File: src/rtl/maze_pkg.sv
// Shared maze types: direction codes, PS/2 scan-code constants and prefix FSM states.
package maze_pkg;

    typedef enum logic [1:0] {
        UP    = 2'd0,
        DOWN  = 2'd1,
        LEFT  = 2'd2,
        RIGHT = 2'd3
    } dir_e;

    localparam logic [7:0] SC_EXT   = 8'hE0;
    localparam logic [7:0] SC_BRK   = 8'hF0;
    localparam logic [7:0] SC_UP    = 8'h75;
    localparam logic [7:0] SC_DOWN  = 8'h72;
    localparam logic [7:0] SC_LEFT  = 8'h6B;
    localparam logic [7:0] SC_RIGHT = 8'h74;
    localparam logic [7:0] SC_ENTER = 8'h5A;

    typedef logic [1:0] prefix_state_t;

    localparam prefix_state_t ST_IDLE    = 2'd0;
    localparam prefix_state_t ST_EXT     = 2'd1;
    localparam prefix_state_t ST_BRK     = 2'd2;
    localparam prefix_state_t ST_EXT_BRK = 2'd3;

    typedef struct packed {
        logic hit;
        dir_e dir;
    } arrow_code_t;

    // Maps the byte following an E0 prefix onto an arrow direction.
    function automatic arrow_code_t decode_arrow(input logic [7:0] code);
        arrow_code_t r;
        r.hit = 1'b1;
        r.dir = UP;
        case (code)
            SC_UP:    r.dir = UP;
            SC_DOWN:  r.dir = DOWN;
            SC_LEFT:  r.dir = LEFT;
            SC_RIGHT: r.dir = RIGHT;
            default:  r.hit = 1'b0;
        endcase
        return r;
    endfunction

    // Highest-priority held direction: up > down > left > right.
    function automatic dir_e pick_dir(input logic [3:0] held);
        dir_e d;
        if (held[0])      d = UP;
        else if (held[1]) d = DOWN;
        else if (held[2]) d = LEFT;
        else              d = RIGHT;
        return d;
    endfunction

endpackage

File: src/rtl/step_repeat_timer.sv
// Auto-repeat timer: tracks the repeat direction and strobes expire_c when a
// held arrow is due for another step.
module step_repeat_timer
    import maze_pkg::*;
#(
    parameter int unsigned INITIAL_DELAY_CYCLES = 25_000_000,
    parameter int unsigned REPEAT_CYCLES        = 12_500_000
) (
    input  logic       clk_i,
    input  logic       rst_i,
    input  logic [3:0] held_d_i,
    input  logic       make_i,
    input  dir_e       make_dir_i,
    input  logic       break_i,
    output logic       expire_c,
    output dir_e       rep_dir_o
);

    localparam int unsigned MAX_CYC = (INITIAL_DELAY_CYCLES > REPEAT_CYCLES)
                                      ? INITIAL_DELAY_CYCLES : REPEAT_CYCLES;
    localparam int unsigned CNT_W   = (MAX_CYC > 1) ? $clog2(MAX_CYC) : 1;

    localparam logic [CNT_W-1:0] INIT_LOAD = CNT_W'(INITIAL_DELAY_CYCLES - 1);
    localparam logic [CNT_W-1:0] REP_LOAD  = CNT_W'(REPEAT_CYCLES - 1);

    logic [CNT_W-1:0] cnt_q, cnt_d;
    dir_e             dir_q, dir_d;
    dir_e             next_dir_c;

    always_ff @(posedge clk_i or posedge rst_i) begin
        if (rst_i) begin
            cnt_q <= '0;
            dir_q <= UP;
        end else begin
            cnt_q <= cnt_d;
            dir_q <= dir_d;
        end
    end

    // A make always wins over expiry; a break only reloads if the direction moves.
    always_comb begin
        cnt_d      = cnt_q;
        dir_d      = dir_q;
        expire_c   = 1'b0;
        next_dir_c = pick_dir(held_d_i);
        if (held_d_i == 4'b0000) begin
            cnt_d = '0;
        end else if (make_i) begin
            dir_d = make_dir_i;
            cnt_d = INIT_LOAD;
        end else if (break_i && (next_dir_c != dir_q)) begin
            dir_d = next_dir_c;
            cnt_d = INIT_LOAD;
        end else if (cnt_q == '0) begin
            expire_c = 1'b1;
            cnt_d    = REP_LOAD;
        end else begin
            cnt_d = cnt_q - CNT_W'(1);
        end
    end

    assign rep_dir_o = dir_q;

endmodule

File: src/rtl/ps2_arrow_decoder.sv
// PS/2 arrow/Enter decoder with one-deep step buffer.
// Define ARROW_REPEAT_EN to enable held-key auto-repeat via step_repeat_timer.
module ps2_arrow_decoder
    import maze_pkg::*;
#(
    parameter int unsigned INITIAL_DELAY_CYCLES = 25_000_000,
    parameter int unsigned REPEAT_CYCLES        = 12_500_000
) (
    input  logic       CLOCK_50,
    input  logic       reset,
    input  logic [7:0] received_data,
    input  logic       received_data_en,
    input  logic       step_ready,
    output logic       step_valid,
    output logic [1:0] step_dir,
    output logic [3:0] held,
    output logic       enter_pulse,
    output logic       step_dropped
);

    prefix_state_t state_q, state_d;
    logic [3:0]    held_q, held_d;
    logic          step_valid_q, step_valid_d;
    dir_e          step_dir_q, step_dir_d;
    logic          enter_pulse_q, enter_pulse_d;
    logic          step_dropped_q, step_dropped_d;

    arrow_code_t   arrow_c;
    logic          make_c;
    logic          brk_c;
    logic          gen_c;
    dir_e          gen_dir_c;
    logic          expire_c;
    dir_e          rep_dir_c;

    always_ff @(posedge CLOCK_50 or posedge reset) begin
        if (reset) begin
            state_q        <= ST_IDLE;
            held_q         <= 4'b0000;
            step_valid_q   <= 1'b0;
            step_dir_q     <= UP;
            enter_pulse_q  <= 1'b0;
            step_dropped_q <= 1'b0;
        end else begin
            state_q        <= state_d;
            held_q         <= held_d;
            step_valid_q   <= step_valid_d;
            step_dir_q     <= step_dir_d;
            enter_pulse_q  <= enter_pulse_d;
            step_dropped_q <= step_dropped_d;
        end
    end

    // Prefix FSM and held-state tracking; a stray E0 after a break re-enters EXT.
    always_comb begin
        state_d       = state_q;
        held_d        = held_q;
        enter_pulse_d = 1'b0;
        make_c        = 1'b0;
        brk_c         = 1'b0;
        arrow_c       = decode_arrow(received_data);
        if (received_data_en) begin
            case (state_q)
                ST_IDLE: begin
                    if (received_data == SC_EXT)        state_d = ST_EXT;
                    else if (received_data == SC_BRK)   state_d = ST_BRK;
                    else if (received_data == SC_ENTER) enter_pulse_d = 1'b1;
                end
                ST_EXT: begin
                    if (received_data == SC_BRK) begin
                        state_d = ST_EXT_BRK;
                    end else begin
                        state_d = ST_IDLE;
                        if (arrow_c.hit && !held_q[arrow_c.dir]) begin
                            make_c                = 1'b1;
                            held_d[arrow_c.dir]   = 1'b1;
                        end
                    end
                end
                ST_BRK: begin
                    state_d = (received_data == SC_EXT) ? ST_EXT : ST_IDLE;
                end
                ST_EXT_BRK: begin
                    state_d = (received_data == SC_EXT) ? ST_EXT : ST_IDLE;
                    if (arrow_c.hit && held_q[arrow_c.dir]) begin
                        brk_c               = 1'b1;
                        held_d[arrow_c.dir] = 1'b0;
                    end
                end
                default: state_d = ST_IDLE;
            endcase
        end
    end

    // One-deep step buffer; a new step while blocked is dropped, not queued.
    always_comb begin
        gen_c          = make_c | expire_c;
        gen_dir_c      = make_c ? arrow_c.dir : rep_dir_c;
        step_valid_d   = step_valid_q;
        step_dir_d     = step_dir_q;
        step_dropped_d = step_dropped_q;
        if (step_valid_q && step_ready) begin
            step_valid_d = 1'b0;
        end
        if (gen_c) begin
            if (!step_valid_q || step_ready) begin
                step_valid_d = 1'b1;
                step_dir_d   = gen_dir_c;
            end else begin
                step_dropped_d = 1'b1;
            end
        end
    end

`ifdef ARROW_REPEAT_EN
    step_repeat_timer #(
        .INITIAL_DELAY_CYCLES (INITIAL_DELAY_CYCLES),
        .REPEAT_CYCLES        (REPEAT_CYCLES)
    ) u_repeat (
        .clk_i      (CLOCK_50),
        .rst_i      (reset),
        .held_d_i   (held_d),
        .make_i     (make_c),
        .make_dir_i (arrow_c.dir),
        .break_i    (brk_c),
        .expire_c   (expire_c),
        .rep_dir_o  (rep_dir_c)
    );
`else
    logic unused_cfg_c;

    assign expire_c     = 1'b0;
    assign rep_dir_c    = UP;
    assign unused_cfg_c = ^{brk_c, 32'(INITIAL_DELAY_CYCLES), 32'(REPEAT_CYCLES)};
`endif

    assign step_valid   = step_valid_q;
    assign step_dir     = step_dir_q;
    assign held         = held_q;
    assign enter_pulse  = enter_pulse_q;
    assign step_dropped = step_dropped_q;

endmodule

File: config.mk
export PLATFORM = sky130hd
export DESIGN_NAME = ps2_arrow_decoder
export DESIGN_NICKNAME = d
export VERILOG_FILES = /design/src/rtl/maze_pkg.sv /design/src/rtl/step_repeat_timer.sv /design/src/rtl/ps2_arrow_decoder.sv
export SDC_FILE = /design/constraint.sdc
export NUM_CORES = 1
export LEC_CHECK = 0
export ABC_AREA = 1
export CORE_MARGIN = 5
export CORE_UTILIZATION = 36
export CTS_BUF_LIST = sky130_fd_sc_hd__clkbuf_8
export DETAILED_ROUTE_END_ITERATION = 7
export PLACE_DENSITY_LB_ADDON = 0.12
export SLEW_MARGIN = 5
export SYNTH_ARGS = -nofsm -noshare
export SYNTH_HDL_FRONTEND = slang
export SYNTH_SLANG_ARGS = --single-unit
File: constraint.sdc
create_clock -name CLOCK_50 -period 2.6 [get_ports CLOCK_50]
set_clock_uncertainty 0.1 [all_clocks]
set_input_delay 0.52 -clock CLOCK_50 [delete_from_list [all_inputs] [get_ports CLOCK_50]]
set_output_delay 0.52 -clock CLOCK_50 [all_outputs]
set_load 0.05 [all_outputs]
==> impl_metrics.csv <==
group,metric,value,unit
placement,place_congestion,0.850,
floorplanning,die_h,55.8,µm
timing,clock.fmax,479,MHz
floorplanning,rows,16,
pwr,power_leakage,0.527,nW
cells_and_area,multi_input_area,409,µm²
drt,first_iter_violations,5,
clock_tree,cts-resized-gates,0,
critical_path,cp-end-kind,"flop",
global_route,grt_start_max_net_pins,12,
synth,synth_largest_area_cell,"dfrtp_1",
clock_tree,ctsLongestPathBuffers,2,
clock_tree,root_buffer,"clkbuf_8",
pwr,ir_worst_vdd,0.491,mV
clock_tree,clock_sinks,11,
cells_and_area,drive_above_1_share,0.108,
drt,ant_nets,0,
global_route,antenna_found_initial,0,
floorplanning,die_w,55.8,µm
drt,drt-wirelength-per-cell,10.8,µm
cells_and_area,syn_to_final_growth,36.9,%
global_route,grt_pass1_vias,753,
synth,syn_inst,115,
cells_and_area,final_common_cell,"nand2_1",
run_status,status,"finished, final reports clean",
synth,syn_area,756,µm²
cells_and_area,seq_area,275,µm²
floorplanning,die_area,3120,µm²
pwr,swShare,0.264,
synth,synthesis.nets,127,
drt,drc_errors,0,
placement,place_hpwl,1520,µm
timing,tightestPinTransition,506,ps
synth,ys_ff_latch,11,
pwr,power_density,417,nW/µm²
clock_tree,cts_setup_buffers,0,
pwr,clock_power_share,0.378,
clock_tree,holdBufCountCts,0,
global_route,use_met2,0.218,
timing,fin_crit_sh,0.802,
clock_tree,tritoncts,"done",
critical_path,cp.required,2620,ps
critical_path,crit_path_start_kind,"input pin",
cells_and_area,mostFrequentLayoutCells,"nand2_1 (37), clkdlybuf4s50_1 (20), inv_1 (19)",
global_route,grt_pass1_wl,3020,µm
global_route,grt_use_total,0.120,
timing,grt_setup_unrepaired,"no",
clock_tree,cts-buffers-inserted,3,
timing,hold_ws,379,ps
timing,slew-limit-headroom,0.662,
synth,synth_top_area_share,0.364,
synth,ys_warn_count,0,
floorplanning,initial_utilization,0.381,
global_route,overflow,0,
pwr,switchingPower,114,µW
global_route,grtUsageMet3,0.0348,
timing,finalSetupViolCount,0,
drt,via_count,759,
cells_and_area,antenna_cells,0,
floorplanning,io_pins,21,
timing,hold_viol,0,
critical_path,crit_type,"in2reg",
synth,syn_avg_cell_area,6.57,µm²
critical_path,arrival,2100,ps
placement,port_buffers,20,
clock_tree,clk_pin_slew,50,ps
pwr,p_int,317,µW
critical_path,cp_max_fo,8,
clock_tree,clock_latency,230,ps
drt,drt-total-wl,1790,µm
drt,viasPerCell,4.57,
cells_and_area,nets,152,
timing,finalCriticalPeriod,2090,ps
timing,final_max_slew_viol_count,0,
timing,finalSetupTns,0,ps
placement,numPlacedInstances,162,
synth,synth-seq-area-share,0.364,
synth,ys_types,22,
clock_tree,cts_max_level,1,
cells_and_area,instances_no_fill,166,
min_path,hp-class,"reg2reg",
pwr,power_frac_comb,0.184,
synth,synthTopCellsByArea,"dfrtp_1 (36%), nand2_1 (18%), inv_1 (8.9%)",
floorplanning,core,1980,µm²
pwr,seqPwrFrac,0.438,
flow_run,maxCapViolCount,0,
cells_and_area,n_fill_cell,190,
global_route,grt_use_met1,0.137,
drt,drt_first_pass_iters,4,
global_route,busiest_layer,"met2",
==> through the flow <==
step	power [mW]	setup WS, ps	utilization	instance area (µm²)
after detailed placement	0.271	274	0.499	990
after floorplan	0.239	921	-	756
after CTS	0.436	510	0.522	1030
after global routing	0.455	300	0.522	1030
final	0.431	514	0.522	1030
after global placement	0.268	333	0.499	990
==> synthesized netlist by cell type (all sizes together) <==
master	n
o211ai	1
a21oi	1
nand2	43
dfrtp	11
and3	1
o21bai	1
nor3b	1
nand4	1
nor3	3
nand3	10
nand3b	1
nor2	18
inv	19
o21ai	3
nor4	1
==> power by group through the flow <==
stage	logic [mW]	registers, mW	clock network [mW]
detailed placement	0.0796	0.191	0
global placement	0.0772	0.190	0
finish	0.0792	0.189	0.163
global route	0.0906	0.189	0.176
floorplan	0.0489	0.190	0
CTS	0.0799	0.189	0.168
==> logic make-up (layout without fill, tap and decap cells) <==
logic type | after synthesis | count (layout) | synth area share
buffers and inverters | 19 | 43 | 0.0944
DFF | 11 | 11 | 0.364
and+or+nand+nor | 79 | 79 | 0.495
AOI/OAI and AO/OA | 6 | 6 | 0.0464
==> critical path: stages <==
cell and delay, ps:
clkdlybuf4s50_1 510, nand2_2 90, nor2_2 210, nand2_1 100, nand4_1 110, nand2_1 70
nor2_2 110, nand2_2 90, nand2_4 110, nand2_1 60, nand2_1 60, nand2_1 50
==> worst paths after layout <==
path	startpoint	end	slack [ps]	depth (start not counted)
max reg2reg	state_q[1]	flop	1060	8
max in group asynchronous	reset	asynchronous set/reset pin	1620	2
min in group asynchronous	reset	state_q[0]	480	2
min	step_dropped	step_dropped	380	1
max	received_data[5]	flop	510	12
min reg2reg	step_dropped	step_dropped	380	1
==> metal layers <==
| layer | vias to the layer above | share of wire | routed length (µm) |
|---|---|---|---|
| met3 | 0 | 0.039 | 70 |
| li1 | 405 | - | - |
| met1 | 339 | 0.46 | 830 |
| met4 | 0 | 0 | 0 |
| met5 | - | 0 | 0 |
| met2 | 15 | 0.50 | 892 |
==> final cells by class <==
class | count | area share
clock buffers | 3 | 0.0399
clock inverters | 1 | 0.00363
inverters | 19 | 0.0689
multi-input cells | 85 | 0.395
flip-flops and latches | 11 | 0.266
well taps | 27 | 0.0326
repair buffers | 20 | 0.193
Power figures use the tool's default switching activity.
